`config.mk`:
```
export PLATFORM = sky130hd
export DESIGN_NAME = river_ride_ctrl
export DESIGN_NICKNAME = d
export VERILOG_FILES = /design/src/rtl/river_ride_ctrl.sv
export SDC_FILE = /design/constraint.sdc
export NUM_CORES = 1
export LEC_CHECK = 0
export BUFFER_PORTS_ARGS = -buffer_cell sky130_fd_sc_hd__buf_4
export CORE_MARGIN = 5
export CORE_UTILIZATION = 46
export DETAILED_ROUTE_END_ITERATION = 16
export PLACE_DENSITY_LB_ADDON = 0.12
export SLEW_MARGIN = 20
export SYNTH_ARGS = -nofsm -noshare
export SYNTH_HDL_FRONTEND = slang
export SYNTH_SLANG_ARGS = --single-unit
```
`constraint.sdc`:
```
create_clock -name frame_clk -period 9.5 [get_ports frame_clk]
set_input_delay 1.425 -clock frame_clk [delete_from_list [all_inputs] [get_ports frame_clk]]
set_output_delay 1.425 -clock frame_clk [all_outputs]
set_load 0.005 [all_outputs]
```
`src/rtl/river_ride_ctrl.sv`:
```
// River ride controller: merges lilypad collisions/motion into a per-frame carry delta and runs the
// LAND/RIDE/GRACE/SINK drowning FSM. Optional `RIVER_EDGE_KILL_EN turns screen-edge events into drowning.
module river_ride_ctrl #(
  parameter int NUM_PADS     = 4,
  parameter int RIVER_Y_MIN  = 40,
  parameter int RIVER_Y_MAX  = 240,
  parameter int GRACE_FRAMES = 2,
  parameter int SINK_FRAMES  = 8,
  parameter int SCREEN_X_MAX = 640,
  parameter int FROG_SIDE    = 40
) (
  input  logic                          frame_clk,
  input  logic                          Reset,
  input  logic [10:0]                   Frog_X,
  input  logic [10:0]                   Frog_Y,
  input  logic                          Frog_Hop,
  input  logic [NUM_PADS-1:0]           Pad_Collision,
  input  logic [11*NUM_PADS-1:0]        Pad_MotionX,
  output logic [10:0]                   Carry_X,
  output logic [$clog2(NUM_PADS)-1:0]   Ride_Pad_Idx,
  output logic [1:0]                    Ride_State,
  output logic                          Frog_Drown,
  output logic                          Frog_Respawn
);
  localparam int IDX_W = $clog2(NUM_PADS);
  localparam int GW    = (GRACE_FRAMES > 1) ? $clog2(GRACE_FRAMES) : 1;
  localparam int SW    = (SINK_FRAMES > 1) ? $clog2(SINK_FRAMES) : 1;

  typedef enum logic [1:0] {LAND = 2'd0, RIDE = 2'd1, GRACE = 2'd2, SINK = 2'd3} state_t;

  state_t              state, state_nx;
  logic [10:0]         carry_nx;
  logic [IDX_W-1:0]    idx_nx;
  logic [GW-1:0]       grace_cnt, grace_nx;
  logic [SW-1:0]       sink_cnt, sink_nx;
  logic                drown_nx, resp_nx;

  logic [NUM_PADS-1:0][10:0] motion;
  logic                in_river, hit;
  logic [IDX_W-1:0]    sel, ride_idx;
  logic [10:0]         m, m_mag, clamp;
  logic                m_neg, edge_l, edge_r, edge_evt, go_ride;

  for (genvar g = 0; g < NUM_PADS; g++) begin : g_mot
    assign motion[g] = Pad_MotionX[11*g +: 11];
  end

  assign in_river = (Frog_Y >= 11'(RIVER_Y_MIN)) && (Frog_Y < 11'(RIVER_Y_MAX));
  assign hit      = |Pad_Collision;

  // lowest set index wins on overlapping pads
  always_comb begin
    sel = '0;
    for (int i = NUM_PADS - 1; i >= 0; i--)
      if (Pad_Collision[i]) sel = IDX_W'(i);
  end

  // keep the latched pad while it still collides, otherwise fall back to sel
  assign ride_idx = (state == RIDE && Pad_Collision[Ride_Pad_Idx]) ? Ride_Pad_Idx : sel;
  assign m        = motion[ride_idx];
  assign m_neg    = m[10];
  assign m_mag    = m_neg ? (11'd0 - m) : m;
  assign edge_l   = m_neg && (Frog_X < m_mag);
  assign edge_r   = !m_neg &&
                    (({2'b00, Frog_X} + 13'(FROG_SIDE) + {2'b00, m}) > 13'(SCREEN_X_MAX));
  assign edge_evt = edge_l || edge_r;
  assign clamp    = edge_l ? (11'd0 - Frog_X) :
                    edge_r ? (11'(SCREEN_X_MAX - FROG_SIDE) - Frog_X) : m;

  always_comb begin
    state_nx = state;
    carry_nx = '0;
    idx_nx   = Ride_Pad_Idx;
    grace_nx = grace_cnt;
    sink_nx  = sink_cnt;
    drown_nx = 1'b0;
    resp_nx  = 1'b0;
    go_ride  = 1'b0;
    case (state)
      LAND: begin
        if (in_river) begin
          if (hit) go_ride = 1'b1;
          else begin
            state_nx = GRACE;
            grace_nx = '0;
          end
        end
      end
      RIDE: begin
        if (!in_river) state_nx = LAND;
        else if (!hit) begin
          state_nx = GRACE;
          grace_nx = '0;
        end else go_ride = 1'b1;
      end
      GRACE: begin
        if (!in_river) state_nx = LAND;
        else if (hit) go_ride = 1'b1;
        else if (!Frog_Hop) begin
          // a hop freezes the grace timer, so the sink decision waits too
          if (grace_cnt == GW'(GRACE_FRAMES - 1)) begin
            state_nx = SINK;
            drown_nx = 1'b1;
            sink_nx  = '0;
          end else grace_nx = grace_cnt + 1'b1;
        end
      end
      SINK: begin
        if (sink_cnt == SW'(SINK_FRAMES - 1)) begin
          state_nx = LAND;
          resp_nx  = 1'b1;
          sink_nx  = '0;
        end else sink_nx = sink_cnt + 1'b1;
      end
      default: state_nx = LAND;
    endcase

    if (go_ride) begin
      idx_nx = ride_idx;
`ifdef RIVER_EDGE_KILL_EN
      if (edge_evt) begin
        state_nx = SINK;
        drown_nx = 1'b1;
        sink_nx  = '0;
      end else begin
        state_nx = RIDE;
        carry_nx = m;
      end
`else
      state_nx = RIDE;
      carry_nx = edge_evt ? clamp : m;
`endif
    end

    if (Frog_Hop) carry_nx = '0;
  end

  always_ff @(posedge frame_clk) begin
    if (Reset) begin
      state        <= LAND;
      Carry_X      <= '0;
      Ride_Pad_Idx <= '0;
      grace_cnt    <= '0;
      sink_cnt     <= '0;
      Frog_Drown   <= 1'b0;
      Frog_Respawn <= 1'b0;
    end else begin
      state        <= state_nx;
      Carry_X      <= carry_nx;
      Ride_Pad_Idx <= idx_nx;
      grace_cnt    <= grace_nx;
      sink_cnt     <= sink_nx;
      Frog_Drown   <= drown_nx;
      Frog_Respawn <= resp_nx;
    end
  end

  assign Ride_State = state;
endmodule
```
# --- Yosys cells after proc, flatten, opt, wreduce, memory -nomap -nowiden ---
# Index checks and enable logic that the tools add are counted.
word_totals:
  register_bits: 21
  latch_bits: 0
  ram_bits: 0
  rom_bits: 0
  inputBits: 73
  output_inout_bits: 17
  n_memories: 0
op_classes:
  n_addsub: 7
  n_mul: 0
  n_div: 0
  order_cmp: 6
  eq_ne: 20
  shift: 0
  muxes: 41
  bitwise: 4
  n_reduce_logical: 20
ops:
  columns: ["op", "count"]
  rows:
  - ["$mux 11", 5]
  - ["$mux 2", 13]
  - ["$bmux 11 s2", 1]
  - ["$sub 1x11->11 const A", 2]
  - ["$mux 3", 5]
  - ["$ne 3x3->1 const B", 5]
  - ["$reduce_and 5->1", 3]
  - ["$ne 2x2->1 const B", 7]
  - ["$add 12x11->13", 1]
  - ["$gt 13x10->1 const B", 1]
  - ["$mux 1", 13]
  - ["$add 11x6->12 const B", 1]
  - ["$ne 4x4->1 const B", 3]
  - ["$ge 11x6->1 const B", 1]
  - ["$lt 11x11->1", 1]
  - ["$lt 11x8->1 const B", 1]
  - ["$sub 10x11->11 const A", 1]
  - ["$pmux 2 s4", 1]
  - ["$reduce_or 8->1", 1]
  - ["$lt 2x3->1 const B", 2]
  - ["$pmux 3 s2", 1]
  - ["$reduce_and 6->1", 1]
  - ["$reduce_or 2->1", 3]
  - ["$reduce_or 3->1", 2]
  - ["15 further kinds", 23]

# --- Depth between registers and ports, before layout ---
logic_depth:
  depth_word: 13
  mapped_depth: 23
  mapped_depth_nobuf: 19

# --- Worst setup path after synthesis ---
# OpenSTA, ideal clock, no wires.
synth_path:
  path_kind: "in2reg"
  startpoint: "input Pad_Collision[1]"
  endpoint: "register Carry_X[3]"
  arrival_time_ps: 5385
  required_ps: 9426
  setup_slack_ps: 4041
  stages: 16
  path_buffers: 1
  cell_sequence: "nor2_1 > o211ai_2 > a22oi_4 > buf_2 > mux2i_1 > ha_1 > ha_1 > fa_1 > a21o_1 > a31o_1 > a211oi_2 > xnor2_1 > a2111oi_4 > a21oi_4 > or3_1 > a31oi_1"
synth_between:
  elab_chain_cells: 12
  word_cells_on_any_way: 26
synth_lines:
  columns: ["item", "line_no", "rtl"]
  rows:
  - ["start: declaration", "17", "input logic [NUM_PADS-1:0] Pad_Collision,"]
  - ["$bmux 1 s2", "59", "assign ride_idx = (state == RIDE && Pad_Collision[Ride_Pad_Idx]) ? Ride_Pad_Idx : sel;"]
  - ["$mux 1 (implied by the code)", "59", null]
  - ["$logic_and 1x1->1", "59", null]
  - ["$mux 2", "59", null]
  - ["$bmux 11 s2", "60", "assign m = motion[ride_idx];"]
  - ["$mux 11 (implied by the code)", "60", null]
  - ["$add 12x11->13 / $sub 1x11->11 (equally long branches)", "65, 62", null]
  - ["$gt 13x10->1 / $mux 11 (equally long branches)", "65, 62", null]
  - ["$logic_and 1x1->1 / $lt 11x11->1 (equally long branches)", "64, 63", null]
  - ["$mux 11 / $logic_and 1x1->1 (equally long branches)", "68, 63", null]
  - ["$mux 11 / $logic_or 1x1->1 (equally long branches)", "67, 66", null]
  - ["$mux 11", "131", "carry_nx = edge_evt ? clamp : m;"]
  - ["end signal: assignment", "149", "Carry_X <= carry_nx;"]
  - ["end: declaration", "19", "output logic [10:0] Carry_X,"]
# Parallel ways exist; a longest one is shown, timed or not. The select of a mux whose other input is x is not followed.
# A chain may end at the register's enable or synchronous reset.

# --- Worst setup path after layout ---
layout_path:
  startpoint: "input Pad_Collision[1]"
  endpoint: "register Carry_X[4]"
# Same word-level chain as after synthesis.

==> summary.txt <==
Status - finished, final reports clean
Largest family of logic cells by synthesized area - compound AO/OA/AOI/OAI gates
Most used DFF post-synth - dfxtp_1
Max Used Layer - met4
Compound-cell area share of the yosys netlist - 23.5%
CTS tree - done
Clock tree buffer depth - 2
P&R area growth vs syn - 25.4%
DR vias - 2831
Synth Warn # - 0
Final Max Tran Viols - 0
Yosys cell types - 61
Nets@finish - 534
First-pass detailed-route iteration total - 4
Worst setup EP type - register
Hold_buf cts - 0
CTS buffer count - 3
Clock skew - 0.000697 ns
Period utilisation layout - 65.9%
Int Power - 229 uW
CTS resizes - 0
Met2 wire len - 3490 microns
Crit-path max FO - 15
Number of synthesized register bits - 21
DRC viols - 0
Die Width - 88.6 microns
Row count - 28
Buf/Inv on CP - 2
Clk slew on worst S/H paths - 0.07 ns
Layout cells sized above 1 - 27.1%
Post-Route WL - 7770 microns
Worst skew pair latency - 0.25 ns
Vias in the first global route - 2689
Average cell area after synthesis - 8.22 sq um
Port Buffer Count - 86
Drt wl/cell - 15.6 microns
Clock Power Share - 14.4%
Avg Vias per Cell - 5.67
Htree depth - 1
Hold WC Path Type - reg2reg
Logic pwr share - 62.9%
Cells after Synth - 346
Post-synthesis adder-cell area fraction - 16.1%
Startpoint Class - input port
Asr flop ratio synth - 0%
Arrival time at the worst endpoint - 6.40 ns
Die area - 7860 sq um
Worst-Margin Slew - 0.967 ns
Die Y - 88.6 microns
GPL Wtd Cong - 0.925
GR Overflow Total - 0
Initial core utilization - 47.8%
Final WS setup - 3.24 ns
Worst path cell trace - buf_4 > nor2_1 > o21ai_1 > a22oi_4 > mux2i_1 > inv_1 > ha_1 > and3b_1 > a21oi_1 > xnor2_1 > ha_1 > a211oi_1 > a21oi_1 > nor2_1 > o21ai_0 > a211oi_2 > mux2i_1 > xnor2_1 > a21oi_1
Core ar. - 5960 sq um
Number of synthesized flops with an enable pin - 0
Required @ worst endpoint - 9.64 ns
Slowest-stage cell, CP - a211oi_2
Slew headroom - 35.4%
Most frequent CP cell - a21oi_1
Post-synthesis simple-gate area fraction - 19.7%
Initial antenna violation count - 0
Fmax - 160 MHz
Top delay family on crit path - compound AO/OA/AOI/OAI gates
PD cells - 111 nW/um^2
Final Hold Viols - 0
Reg power frac - 22.7%
Max Cap Viol - 0
Synth area leader - ha_1
DP HPWL - 6370 microns
Most common cell in the netlist - ha_1
Clock net sink count - 21
Sw frac - 42.2%
Net load switching power - 167 uW
Setup TNS - 0 ns
Slowest stage delay, CP - 0.81 ns
Top-area cell type share of the netlist area - 15.4%
Met3 Wirelength - 647 microns
Global-route wire length before repair - 12300 microns
Peak supply drop - 0.0738 mV
Endpoints failing setup - 0
I/O Pins - 90
Leak - 1.69 nW
FILL cells - 547
Post-CTS Setup Inserts - 0
Commonest cells post-synth - ha_1, nor2_1, mux2i_1, a21oi_1, dfxtp_1
Drt first-iter violations - 187
Xor and xnor fraction of the mapped netlist area - 7.39%
RSZ-0062 raised after global routing - no
Gr usage total - 19.4%
Pre-CTS WS - 3.05 ns
Utilization of the core after routing - 59.9%
Net Count, Synth - 455
Min Tclk post-route - 6.26 ns
Post-synthesis mux area share - 13.8%
DRT antenna net count - 0
Sequential-to-total area share from yosys stat - 14.8%
Antenna diodes - 0
Synth Cell Area - 2840 sq um
Largest net degree at the start of global routing - 26
Root buf cell - clkbuf_8
Main area contributors after synthesis - ha_1, dfxtp_1, mux2i_1, xnor2_1, nor2_1
Crit path kind - in2reg
Metal-1 WL - 3570 microns
## final cells by class
class	instances	area, sq um	area share, %
clock buffers	3	41.3	1.16
flip-flops and latches	21	420	11.8
repair buffers	87	653	18.3
inverters	17	63.8	1.79
multi-input cells	295	2290	64.2
clock inverters	1	5.00	0.140
well taps	75	93.8	2.63
## flip-flops by register name (all words and copies together) (netlist names)
signal	flops
Ride_State	2
sink_cnt	3
Ride_Pad_Idx	2
Frog_Respawn	1
Carry_X	11
Frog_Drown	1
grace_cnt	1
## power by group through the flow
stage	combinational [mW]	clock [mW]	sequential [mW]
final	0.249	0.0572	0.0899
after global routing	0.275	0.0636	0.0900
after floorplan	0.181	0	0.0916
after detailed placement	0.246	0	0.0919
after global placement	0.240	0	0.0919
after CTS	0.247	0.0582	0.0899
## placed cells by master, fill, tap and decap left out, types with 8 or more instances in the layout
cell and instances:
a21oi_1 23, a31oi_1 10, buf_4 87, dfxtp_1 21, ha_1 35, inv_1 16
mux2_2 9, mux2i_1 29, nand2_1 17, nand2b_1 8, nor2_1 32, nor3_1 9
o21ai_0 10, xnor2_1 16, xor2_1 8
## path summary, 6_finish.rpt
| check | startpoint | end | slack [ns] | cells after the start |
|---|---|---|---|---|
| worst min-delay path | sink_cnt[1] | sink_cnt[1] | 0.50 | 2 |
| worst min register to register | sink_cnt[1] | sink_cnt[1] | 0.50 | 2 |
| worst max register to register | Ride_Pad_Idx[1] | Carry_X[4] | 4.09 | 20 |
| worst max-delay path | Pad_Collision[1] | Carry_X[4] | 3.24 | 19 |
## worst register-to-register path, delay by kind of cell (launching register included)
family,cells,cell delay (ns)
xor gates and xnor gates,2,0.30
adders and majority gates,2,0.51
buffers and inverters,2,0.49
and+or+nand+nor,3,0.39
muxes,4,1.39
DFF,1,0.45
AOI/OAI and AO/OA,7,1.78
## metal layers
layer  up-vias  global-route usage (%)
met5         -                       0
li1       1444                       -
met4         0                    2.61
met3         6                    3.54
met2        94                    32.7
met1      1287                    26.5
## logic make-up after synthesis
| logic type | count (synthesis) |
|---|---|
| AO/OA/AOI/OAI | 90 |
| XOR/XNOR | 24 |
| adder cells (fa/ha/maj) | 36 |
| buffers and inverters | 30 |
| flip-flops | 21 |
| multiplexers | 38 |
| AND/OR/NAND/NOR | 107 |
## metrics by stage
step	std cells	hold slack, ns	total power [mW]	instance area, sq um
finish	499	0.498	0.396	3570
global placement	495	0.478	0.332	3520
floorplan	346	0.458	0.273	2840
CTS	499	0.507	0.395	3570
global route	499	0.550	0.429	3570
detailed placement	495	0.488	0.338	3520
Power figures use the tool's default switching activity.
